$ cat src/rtl/l2_pkg.sv
// Shared definitions for the L2 tree pseudo-LRU engine: default geometry, tree
// types and the tree touch function used by l2_tree_plru.
package l2_pkg;

  // Default associativity and derived widths
  localparam int unsigned PLRU_DEF_WAYS  = 8;
  localparam int unsigned PLRU_DEF_WAY_W = $clog2(PLRU_DEF_WAYS);
  localparam int unsigned PLRU_DEF_NODES = PLRU_DEF_WAYS - 1;

  // Widest supported geometry (32 ways). The wide tree keeps one spare bit so a
  // caller of any associativity always has at least one unused upper bit.
  localparam int unsigned PLRU_MAX_WAY_W = 5;
  localparam int unsigned PLRU_WIDE_BITS = 32;

  typedef logic [PLRU_DEF_WAYS-2:0]  plru_tree_t;
  typedef logic [PLRU_WIDE_BITS-1:0] plru_tree_wide_t;
  typedef logic [PLRU_MAX_WAY_W-1:0] plru_way_wide_t;

  // Walk the heap-ordered path to 'way' (MSB selects at the root) and point
  // every node on it away from 'way'. Nodes off the path are untouched.
  function automatic plru_tree_wide_t plru_touch(plru_tree_wide_t tree, plru_way_wide_t way,
                                                 int unsigned way_w);
    plru_tree_wide_t t;
    int              node;
    logic            b;
    t    = tree;
    node = 0;
    for (int l = PLRU_MAX_WAY_W - 1; l >= 0; l--) begin
      if (l < int'(way_w)) begin
        b = way[l];
        for (int n = 0; n < PLRU_WIDE_BITS; n++) begin
          if (n == node) t[n] = ~b;
        end
        node = 2 * node + 1 + int'(b);
      end
    end
    return t;
  endfunction

endpackage

$ cat src/rtl/l2_tree_plru_if.sv
// Controller-side bus of the L2 tree PLRU engine. way_disable exists only when
// L2_PLRU_WAY_DISABLE_EN is defined.
interface l2_tree_plru_if #(
  parameter int unsigned NUM_WAYS = 8,
  parameter int unsigned S_INDEX  = 4
);
  localparam int unsigned WAY_W = $clog2(NUM_WAYS);

  logic                touch_valid;
  logic [S_INDEX-1:0]  touch_set;
  logic [WAY_W-1:0]    touch_way;
  logic                victim_req;
  logic [S_INDEX-1:0]  victim_set;
  logic [NUM_WAYS-1:0] valid_mask;
  logic                victim_valid;
  logic [WAY_W-1:0]    victim_way;
`ifdef L2_PLRU_WAY_DISABLE_EN
  logic [NUM_WAYS-1:0] way_disable;
`endif

  modport master (
    output touch_valid, touch_set, touch_way, victim_req, victim_set, valid_mask,
`ifdef L2_PLRU_WAY_DISABLE_EN
    output way_disable,
`endif
    input  victim_valid, victim_way
  );

  modport slave (
    input  touch_valid, touch_set, touch_way, victim_req, victim_set, valid_mask,
`ifdef L2_PLRU_WAY_DISABLE_EN
    input  way_disable,
`endif
    output victim_valid, victim_way
  );

endinterface

$ cat src/rtl/l2_plru_victim_sel.sv
// Combinational victim picker for one PLRU tree: lowest invalid way first,
// otherwise a root-to-leaf walk. With L2_PLRU_WAY_DISABLE_EN the walk and the
// invalid search skip disabled ways (an all-disabled mask is ignored).
module l2_plru_victim_sel #(
  parameter  int unsigned NUM_WAYS = 8,
  localparam int unsigned WAY_W    = $clog2(NUM_WAYS)
) (
  input  logic [NUM_WAYS-2:0] tree_i,
  input  logic [NUM_WAYS-1:0] valid_mask_i,
`ifdef L2_PLRU_WAY_DISABLE_EN
  input  logic [NUM_WAYS-1:0] way_disable_i,
`endif
  output logic [WAY_W-1:0]    way_o
);

  // Invalid-first search, then tree walk steering around disabled subtrees
  always_comb begin
    logic [NUM_WAYS-1:0] dis;
    logic [NUM_WAYS-1:0] invalid;
    logic                found;
    logic                go_right;
    logic                node_bit;
    logic                left_dis;
    logic                right_dis;
    int                  node;
    int                  prefix;

    dis       = '0;
`ifdef L2_PLRU_WAY_DISABLE_EN
    if (!(&way_disable_i)) dis = way_disable_i;
`endif
    invalid   = ~valid_mask_i & ~dis;
    found     = 1'b0;
    go_right  = 1'b0;
    node_bit  = 1'b0;
    left_dis  = 1'b0;
    right_dis = 1'b0;
    node      = 0;
    prefix    = 0;
    way_o     = '0;

    for (int w = 0; w < NUM_WAYS; w++) begin
      if (!found && invalid[w]) begin
        found = 1'b1;
        way_o = WAY_W'(w);
      end
    end

    if (!found) begin
      for (int d = 0; d < WAY_W; d++) begin
        // A child subtree is "dead" only if every way under it is disabled
        left_dis  = 1'b1;
        right_dis = 1'b1;
        for (int w = 0; w < NUM_WAYS; w++) begin
          if ((w >> (WAY_W - 1 - d)) == 2 * prefix)     left_dis  = left_dis & dis[w];
          if ((w >> (WAY_W - 1 - d)) == 2 * prefix + 1) right_dis = right_dis & dis[w];
        end
        for (int n = 0; n < NUM_WAYS - 1; n++) begin
          if (n == node) node_bit = tree_i[n];
        end
        go_right = node_bit;
        if (go_right && right_dis)       go_right = 1'b0;
        else if (!go_right && left_dis)  go_right = 1'b1;
        prefix = 2 * prefix + int'(go_right);
        node   = 2 * node + 1 + int'(go_right);
      end
      way_o = WAY_W'(prefix);
    end
  end

endmodule

$ cat src/rtl/l2_tree_plru.sv
// L2 tree pseudo-LRU engine: one (NUM_WAYS-1)-bit tree per set, updated on
// every touch, with a registered victim one cycle after each request.
// Optional feature: L2_PLRU_WAY_DISABLE_EN adds a per-way replacement disable.
module l2_tree_plru
  import l2_pkg::*;
#(
  parameter int unsigned NUM_WAYS = PLRU_DEF_WAYS,
  parameter int unsigned S_INDEX  = 4
) (
  input logic           clk,
  input logic           rst,
  l2_tree_plru_if.slave bus
);

  localparam int unsigned WAY_W    = $clog2(NUM_WAYS);
  localparam int unsigned NUM_SETS = 2 ** S_INDEX;
  localparam int unsigned NODES    = NUM_WAYS - 1;

  logic [NODES-1:0] tree_q [NUM_SETS];
  logic [NODES-1:0] tree_d [NUM_SETS];
  plru_tree_wide_t  touch_wide;
  logic             unused_touch_hi;
  logic [WAY_W-1:0] sel_way;
  logic             victim_valid_q, victim_valid_d;
  logic [WAY_W-1:0] victim_way_q, victim_way_d;

  // Tree next state: only the touched set changes
  always_comb begin
    tree_d     = tree_q;
    touch_wide = plru_touch(plru_tree_wide_t'(tree_q[bus.touch_set]),
                            plru_way_wide_t'(bus.touch_way), WAY_W);
    if (bus.touch_valid) tree_d[bus.touch_set] = touch_wide[NODES-1:0];
  end

  assign unused_touch_hi = ^touch_wide[PLRU_WIDE_BITS-1:NODES];

  // Victim is taken from the pre-touch tree; no same-cycle bypass
  l2_plru_victim_sel #(
    .NUM_WAYS (NUM_WAYS)
  ) u_victim_sel (
    .tree_i        (tree_q[bus.victim_set]),
    .valid_mask_i  (bus.valid_mask),
`ifdef L2_PLRU_WAY_DISABLE_EN
    .way_disable_i (bus.way_disable),
`endif
    .way_o         (sel_way)
  );

  // Victim output next state: pulse valid, hold way until the next request
  always_comb begin
    victim_valid_d = bus.victim_req;
    victim_way_d   = victim_way_q;
    if (bus.victim_req) victim_way_d = sel_way;
  end

  // State registers
  always_ff @(posedge clk or posedge rst) begin
    if (rst) begin
      for (int i = 0; i < NUM_SETS; i++) tree_q[i] <= '0;
      victim_valid_q <= 1'b0;
      victim_way_q   <= '0;
    end else begin
      tree_q         <= tree_d;
      victim_valid_q <= victim_valid_d;
      victim_way_q   <= victim_way_d;
    end
  end

  assign bus.victim_valid = victim_valid_q;
  assign bus.victim_way   = victim_way_q;

endmodule

$ cat src/flat_wrapper.sv
// flat-port wrapper written by rule: the top's interface ports become plain ports
module l2_tree_plru_flat import l2_pkg::*;
#(
  parameter int unsigned NUM_WAYS = PLRU_DEF_WAYS,
  parameter int unsigned S_INDEX  = 4
)
  (clk, rst, bus_touch_valid, bus_touch_set, bus_touch_way, bus_victim_req, bus_victim_set, bus_valid_mask, bus_victim_valid, bus_victim_way);
  l2_tree_plru_if #(.NUM_WAYS(NUM_WAYS), .S_INDEX(S_INDEX)) bus_i ();
  input logic clk;
  input logic rst;
  input wire logic [$bits(bus_i.touch_valid)-1:0] bus_touch_valid;
  input wire logic [$bits(bus_i.touch_set)-1:0] bus_touch_set;
  input wire logic [$bits(bus_i.touch_way)-1:0] bus_touch_way;
  input wire logic [$bits(bus_i.victim_req)-1:0] bus_victim_req;
  input wire logic [$bits(bus_i.victim_set)-1:0] bus_victim_set;
  input wire logic [$bits(bus_i.valid_mask)-1:0] bus_valid_mask;
  output wire logic [$bits(bus_i.victim_valid)-1:0] bus_victim_valid;
  output wire logic [$bits(bus_i.victim_way)-1:0] bus_victim_way;
  assign bus_i.touch_valid = bus_touch_valid;
  assign bus_i.touch_set = bus_touch_set;
  assign bus_i.touch_way = bus_touch_way;
  assign bus_i.victim_req = bus_victim_req;
  assign bus_i.victim_set = bus_victim_set;
  assign bus_i.valid_mask = bus_valid_mask;
  assign bus_victim_valid = bus_i.victim_valid;
  assign bus_victim_way = bus_i.victim_way;
  l2_tree_plru #(.NUM_WAYS(NUM_WAYS), .S_INDEX(S_INDEX)) u_core (.clk(clk), .rst(rst), .bus(bus_i));
endmodule
$ cat config.mk
export PLATFORM = sky130hd
export DESIGN_NAME = l2_tree_plru_flat
export DESIGN_NICKNAME = d
export VERILOG_FILES = /design/src/rtl/l2_pkg.sv /design/src/rtl/l2_tree_plru_if.sv /design/src/rtl/l2_plru_victim_sel.sv /design/src/rtl/l2_tree_plru.sv /design/src/flat_wrapper.sv
export SDC_FILE = /design/constraint.sdc
export NUM_CORES = 1
export LEC_CHECK = 0
export ABC_CLOCK_PERIOD_IN_PS = 6500
export BUFFER_PORTS_ARGS = -buffer_cell sky130_fd_sc_hd__clkbuf_2
export CORE_ASPECT_RATIO = 0.7
export CORE_MARGIN = 4
export CORE_UTILIZATION = 55
export CTS_CLUSTER_DIAMETER = 100
export CTS_CLUSTER_SIZE = 12
export DETAILED_ROUTE_END_ITERATION = 10
export GPL_ROUTABILITY_DRIVEN = 1
export PLACE_DENSITY = 0.76
export REMOVE_ABC_BUFFERS = 1
export SYNTH_ARGS = -nofsm -noshare
export SYNTH_HDL_FRONTEND = slang
export SYNTH_SLANG_ARGS = --single-unit
export TNS_END_PERCENT = 20
$ cat constraint.sdc
create_clock -name clk -period 6.5 [get_ports clk]
set_input_delay 0.325 -clock clk [delete_from_list [all_inputs] [get_ports clk]]
set_output_delay 0.325 -clock clk [all_outputs]
set_load 0.005 [all_outputs]
### Word-level counts from Yosys, hierarchy flattened

Index checks and enable logic that the tools add are counted.

* bits in registers: 116
* word-level logic and storage cells: 194
* input port bits: 23
* output and inout port bits: 4

* $lt $le $gt $ge: 3
* multiplexer cells: 88
* add/subtract/negate cells: 10
* equality and inequality tests: 37
* reductions and logical operators: 32
* bitwise logic cells: 6

Operators with widths (number)
* $eq A4 B32 Y1 const A: 9
* $logic_not A32 Y1: 8
* $eq A3 B32 Y1 const A: 7
* $eq A2 B32 Y1 const A: 4
* $bwmux W112: 1
* $mux W1: 72
* $bmux W7 S4: 2
* $mux W7: 5
* $add A32 B2 Y32: 1
* $add A32 B2 Y32 const B: 1
* $demux W7 S4: 1
* $eq A3 B5 Y1 const A: 4
* $mux W3: 5
* $logic_and A1 B1 Y1: 14
* $eq A2 B5 Y1 const A: 2
* $ge A5 B5 Y1 const B: 2
* $logic_not A1 Y1: 10
* $not A4 Y5: 2
* $eq A2 B3 Y1 const A: 3
* $eq A3 B2 Y1 const A: 3
* $not A8 Y8: 1
* $add A4 B1 Y5: 1
* $add A4 B1 Y5 const B: 1
* $eq A1 B5 Y1 const A: 1
* 11 further kinds: 16

### Depth between registers and ports, before layout

Gate-level depths: netlist of run 1.

* depth after elaboration: 61
* gate-level depth with buffers: 9
* depth with buffers taken out: 6

### Cells and area by module

Synthesis of run 1 repeated with hierarchy kept, for this count alone.

* cells, all modules: 484
* area total of the unflattened synthesis: 6401.1 µm²

By module, submodules not included
* l2_tree_plru: times used 1, area an instance 6276.0 µm², seq. area each 2902.8 µm², cells each 466
* l2_plru_victim_sel: times used 1, area an instance 125.1 µm², seq. area each 0.0 µm², cells each 18

### Least setup slack after synthesis of run 1

Ideal clock, no wire load.

* path type: input -> register
* from: in bus_touch_set[1]
* to: reg u_core.tree_q[78] (netlist bit)
* cell stages on the path: 8
* required time: 6349 ps
* slack: 4247 ps
* library setup time: 151 ps
* arrival time: 2102 ps
* buffers on the path: 4
* path through: buf_6 buf_12 clkbuf_8 mux4_2 mux4_2 a21oi_4 buf_6 a21oi_1

* longest elaborated chain between the ends: 7
* elaborated cells on any way between the ends: 12
* those cells by class: order compare (2); mux (8); bitwise (1); reduce/logical (1)

RTL lines
* start: declaration: line flat_wrapper.sv:12 `input wire logic [$bits(bus_i.touch_set)-1:0] bus_touch_set;`
* $not A4 Y5 (not written as such) *: line l2_tree_plru.sv:30, l2_tree_plru.sv:32
* $bmux W7 S4: line l2_tree_plru.sv:30 `touch_wide = plru_touch(plru_tree_wide_t'(tree_q[bus.touch_set]),`
* $mux W7 (not written as such) (2 in series): line l2_tree_plru.sv:30
* $mux W1 (2 in series): line l2_pkg.sv:32 `if (n == node) t[n] = ~b;`
* $bwmux W112 *: line l2_tree_plru.sv:32 `if (bus.touch_valid) tree_d[bus.touch_set] = touch_wide[NODES-1:0];`
* end signal: assignment: line l2_tree_plru.sv:63 `tree_q <= tree_d;`
* end: declaration: line l2_tree_plru.sv:19 `logic [NODES-1:0] tree_q [NUM_SETS];`

Every way passes the cells marked *; elsewhere a longest branch is shown, timed or not. The select of a mux whose other input is x is not followed.
A chain may end at the register's enable or synchronous reset.

### Final worst setup path of run 1

* from: in bus_touch_set[1]
* to: reg u_core.tree_q[83] (netlist bit)

Same word-level chain as after synthesis.

==> results_dict.tcl, run 1 <==
set metrics [dict create \
    setup-violations-final 0 \
    leakage_nw 3.08 \
    worstPathRequired_ns 6.80 \
    cts_setup_buffers 0 \
    synth_cells 440 \
    grt_pass1_vias 4370 \
    grt_use_total_pct 25.6 \
    timing.setup.critical_path_class "in2reg" \
    ios 27 \
    worst_ir_drop_vdd_uv 199 \
    timing.final.crit_period_ns 2.86 \
    run_status "finished, final reports clean" \
    finalHoldViolations 0 \
    cp_max_fo 32 \
    flip_flop_and_latch_count_after_synthesis 116 \
    worst-r2r-cell-count 5 \
    clk_path_buf_depth 2 \
    post_synth_num_cell_types 35 \
    worst_slew_pin_slew_ns 1.12 \
    final.setup_skew_ns 0.0100 \
    synth.avg_cell_area_um2 14.2 \
    synth.yosys.seq_area_share_pct 46.4 \
    worst_slew_margin_rel_pct 25.1 \
    setup_tns_ns 0 \
    crit_arrival_ns 3.16 \
    first_pass_grt_wire_length_mm 25.2 \
    maxSlewViolCount 0 \
    gp_congestion 0.866 \
    yosysWarningCount 0 \
    diodes 0 \
    detail_route.first_pass.iterations 5 \
    input_output_buffers 26 \
    rows 32 \
    initial_utilization_pct 56.6 \
    synth-edff-count 0 \
    worst_setup_path_start_kind "input port" \
    fmaxAchievable_ghz 0.350 \
    clock_sink_count 116 \
    floorplan.die_area_um2 13200 \
    layout-area-overhead-vs-synth_pct 12.2 \
    synthFlopType "dfrtp_1" \
    rsz_0062_raised_after_global_routing "false" \
    largest_net_degree_at_the_start_of_global_routing 81 \
    drv.max_cap_violation_count 0 \
    clock_transition_at_the_registers_of_the_reported_paths_ns 0.06 \
    wl_mm 15.4 \
    fp.coreArea_um2 11100 \
    route.detailed.drc 0 \
    nets_finish 483 \
    share_of_the_clock_period_used_by_the_worst_path_pct 44.0 \
    numCtsBuffers 17 \
    drtIter0Drc 295 \
    route.detailed.wl_per_inst_um 24.7 \
    endpoint_kind "flop" \
    postCtsResizedCells 0 \
    cts_tree "done" \
    power-per-cell-area_nw_per_um2 356 \
    worst_hold_path_stage_count 1 \
    clock_tree.htree_level_count 4 \
    die_w_um 135 \
    dr_total_vias 4155 \
    antenna_found_initial 0 \
    async_flop_share_pct 100 \
    die_h_um 97.2 \
    cts_hold_repair.buffers 1 \
    dp_hpwl_mm 10.2 \
    grt_remaining_overflow 0 \
    synthesis.area_um2 6250 \
    pre_cts_ws_ns 3.26 \
    detail-route-antenna-nets 0 \
    drive_gt1_share_pct 42.8 \
    class_of_the_worst_hold_path "in2reg" \
    cts_root_buf "clkbuf_16" \
    setup_slack_ns 3.64 \
    viasPerCell 6.65 \
    clk_latency_worst_skew_pair_ns 0.42 \
]
[sequential cells by signal, summed over array words and instances, names as in the netlist]
signal / count
u_core.bus.victim_valid: 1
u_core.tree_q: 112
u_core.bus.victim_way: 3
[path summary, 6_finish.rpt]
kind | start | end | slack [ns]
min | bus_victim_req | u_core.bus.victim_valid | 0.09
max in group asynchronous | rst | u_core.tree_q[51] | 4.64
min reg2reg | u_core.tree_q[49] | u_core.tree_q[49] | 0.48
min in group asynchronous | rst | u_core.tree_q[76] | 0.48
max | bus_touch_set[1] | u_core.tree_q[83] | 3.64
max reg2reg | u_core.tree_q[97] | u_core.tree_q[83] | 3.98
[routing by layer]
metal | global-route usage, % | routed length, um | up-vias | share of wire (%)
met5 | 0 | 0 | - | 0
met4 | 6.74 | 169 | 0 | 1.1
met3 | 8.44 | 1600 | 19 | 10
met2 | 37.3 | 7050 | 208 | 46
met1 | 37.3 | 6620 | 2189 | 43
li1 | - | - | 1739 | -
[cells in the mapped netlist, drive strengths merged, types with 2 or more instances]
master / instances / area (um2)
o31ai: 3 / 32.5
nand4: 3 / 18.8
nor3: 7 / 65.1
mux4: 59 / 1380
mux2i: 6 / 60.1
mux2: 81 / 912
nand3: 13 / 65.1
nor2b: 5 / 31.3
nor2: 35 / 131
or3: 2 / 12.5
nand2b: 3 / 18.8
clkbuf: 11 / 51.3
dfrtp: 116 / 2900
a21oi: 28 / 166
a22oi: 5 / 37.5
buf: 18 / 149
o21ai: 12 / 67.6
a31oi: 2 / 12.5
nand2: 23 / 86.3
inv: 5 / 18.8
[per-stage QoR]
step	std cells	total power, mW	hold slack [ns]	cell area [um2]	utilization (%)
CTS	625	2.50	0.0827	7010	63.5
global placement	593	1.50	0.355	6400	57.9
detailed placement	593	1.53	0.364	6400	57.9
floorplan	411	1.36	0.356	6050	-
global route	625	2.61	0.0927	7010	63.5
finish	625	2.50	0.0907	7010	63.5
[final cells by class]
class | count | area (um2)
clock buffers | 20 | 447
well taps | 153 | 191
fillers | 827 | 4040
repair buffers | 30 | 163
multi-input cells | 290 | 3130
clock inverters | 11 | 159
inverters | 5 | 21.3
flip-flops and latches | 116 | 2900
[logic make-up (layout without fill, tap and decap cells)]
family	count (synthesis)	after routing	share of synthesized area [%]
muxes	146	146	37.7
and+or+nand+nor	93	93	7.21
buffers and inverters	34	66	3.50
DFF	116	116	46.4
AOI/OAI and AO/OA	51	51	5.19
[worst max-delay path: stages]
cell	delay (ns)
clkbuf_2	0.68
mux4_1	0.75
mux4_2	0.49
nand2_1	0.09
o21ai_1	0.37
mux2_2	0.44
[cell usage in the layout (no fill, tap or decap), drive strengths merged, types with 3 or more instances in the layout]
cell type	count
dfrtp	116
nor3	7
mux2	81
nand3	13
mux2i	6
nand2b	3
bufinv	4
buf	3
clkinv	7
nor2b	5
clkbuf	46
o21ai	12
a22oi	5
nand4	3
a21oi	28
o31ai	3
nand2	23
mux4	59
inv	5
nor2	35
[where the power goes]
| part | internal (mW) | switching, mW | total (mW) |
|---|---|---|---|
| clock network | 0.644 | 0.320 | 0.964 |
| logic | 0.290 | 0.229 | 0.519 |
| registers | 0.889 | 0.126 | 1.02 |
Note: power is estimated with default switching activity, not from simulation.
==> inputs of run 2 (changes only) <==
ABC_CLOCK_PERIOD_IN_PS = 2750   (was 6500)
clock period = 2.75 ns   (was 6.5 ns; I/O delays follow)
==> run 2 against run 1 <==
Effect of this change: utilization grew 2.0 points; sequential share of layout area shrank 1.3 points; non-clock buffer count grew 24; sequential power grew 140%; setup slack lost 3.2 ns; wire length grew 3.1%; critical path depth shrank 1; hold slack lost 0.0091 ns; critical endpoint is now u_core.tree_q[34]; largest cell class unchanged.
==> results_dict.tcl, run 2 (same netlist as run 1, synthesis figures left out) <==
set metrics [dict create \
    grt_pass1_vias 4378 \
    drive_gt1_share_pct 45.3 \
    grt_use_total_pct 25.7 \
    route.detailed.wl_per_inst_um 24.5 \
    finalHoldViolations 0 \
    clock_tree.htree_level_count 4 \
    worst_setup_path_start_kind "flop" \
    worst_ir_drop_vdd_uv 522 \
    final.setup_skew_ns 0.0102 \
    layout-area-overhead-vs-synth_pct 15.7 \
    critical_path.reg2reg.endpoint "u_core.tree_q[34]" \
    crit_arrival_ns 2.63 \
    run_status "finished, final reports clean" \
    fp.coreArea_um2 11100 \
    grt_remaining_overflow 0 \
    cts_setup_buffers 0 \
    detail-route-antenna-nets 0 \
    worst-r2r-cell-count 5 \
    floorplan.die_area_um2 13200 \
    first_pass_grt_wire_length_mm 25.2 \
    timing.final.crit_period_ns 2.34 \
    finalPower_mw 5.90 \
    detail_route.first_pass.iterations 5 \
    worst_slew_pin_slew_ns 1.17 \
    timing.setup.critical_path_class "reg2reg" \
    initial_utilization_pct 56.6 \
    dr_total_vias 4219 \
    whs_ns 0.0817 \
    endpoint_kind "flop" \
    placed_cell_areas_um2 6620 \
    diodes 0 \
    cp_max_fo 16 \
    die_w_um 135 \
    rsz_0062_raised_after_global_routing "false" \
    die_h_um 97.2 \
    setup_tns_ns 0 \
    clock_transition_at_the_registers_of_the_reported_paths_ns 0.05 \
    dp_hpwl_mm 10.6 \
    route.detailed.drc 0 \
    share_of_the_clock_period_used_by_the_worst_path_pct 85.1 \
    hold-path-endpoint "u_core.bus.victim_way[0]" \
    worstHoldStart "bus_valid_mask[0]" \
    worst_hold_path_stage_count 3 \
    setup-violations-final 0 \
    top_register "u_core.tree_q" \
    maxSlewViolCount 0 \
    input_output_buffers 26 \
    worst_slew_margin_rel_pct 21.8 \
    r2r-start "u_core.tree_q[41]" \
    class_of_the_worst_hold_path "in2reg" \
    fmaxAchievable_ghz 0.427 \
    largest_reg_flops 112 \
    gp_congestion 0.925 \
    ios 27 \
    drv.max_cap_violation_count 0 \
    leakage_nw 3.21 \
    cts_tree "done" \
    viasPerCell 6.49 \
    largest_net_degree_at_the_start_of_global_routing 54 \
    worstPathRequired_ns 3.04 \
    wl_mm 15.9 \
    clock_sink_count 116 \
    power-per-cell-area_nw_per_um2 816 \
    clk_path_buf_depth 2 \
    nets_finish 507 \
    clk_latency_worst_skew_pair_ns 0.41 \
    drtIter0Drc 413 \
    leading_cell_type_in_the_layout_fill_and_taps_excluded "dfrtp_1" \
    cts_root_buf "clkbuf_16" \
    rows 32 \
    layout.cells.most_common_list "dfrtp_1, mux2_2, mux4_2" \
    numCtsBuffers 17 \
    antenna_found_initial 0 \
    final_cell_area_um2 7230 \
    r2r_setup_slack_ns 0.41 \
]
## run 2: what timing repair did
| action | in CTS | in global routing |
|---|---|---|
| hold buffers | 2 | 0 |
| resized for setup | 0 | 0 |
| endpoints found under the hold margin | 53 | 0 |
## run 2: metal layers
layer / vias up / wire (um) / track usage [%]
met4: 0 / 238 / 8.75
met5: - / 0 / 0
met1: 2217 / 7090 / 38.6
met2: 191 / 7330 / 36.2
li1: 1784 / - / -
met3: 27 / 1250 / 7.25
## run 2: final cells by class
type / instances / area [um2]
inverters: 5 / 21.3
multi-input cells: 290 / 3130
well taps: 153 / 191
repair buffers: 54 / 395
fillers: 766 / 3820
flip-flops and latches: 116 / 2900
clock inverters: 10 / 130
clock buffers: 22 / 464
## run 2: metrics by stage
step | utilization, % | std cells | worst slack [ns]
after floorplan | - | 411 | -0.460
after global placement | 59.9 | 616 | 0.232
after detailed placement | 59.9 | 616 | 0.190
after CTS | 65.5 | 650 | 0.455
after global routing | 65.5 | 650 | 0.319
final | 65.5 | 650 | 0.409
## run 2: report_power, final
| group | total [mW] | switching (mW) | internal [mW] |
|---|---|---|---|
| clock | 2.23 | 0.769 | 1.46 |
| sequential | 2.41 | 0.306 | 2.10 |
| combinational | 1.26 | 0.549 | 0.714 |
| total | 5.90 | 1.62 | 4.28 |
## run 2: worst max path at each step
stage,to,startpoint,depth (start not counted),slack [ns]
finish,u_core.tree_q[34],u_core.tree_q[41],5,0.41
global route,u_core.tree_q[48],u_core.tree_q[41],5,0.32
CTS,u_core.tree_q[13],u_core.tree_q[41],5,0.45
detailed placement,u_core.tree_q[83],bus_touch_set[1],6,0.19
global placement,u_core.tree_q[90],bus_touch_set[1],6,0.23
floorplan,u_core.bus.victim_valid,rst,1,-0.46
## run 2: worst max-delay path: stages (launching register included)
cell and delay [ns]:
dfrtp_1 0.40, mux4_1 0.53, mux4_2 0.46, nand2_1 0.08, o21ai_1 0.33, mux2_2 0.42
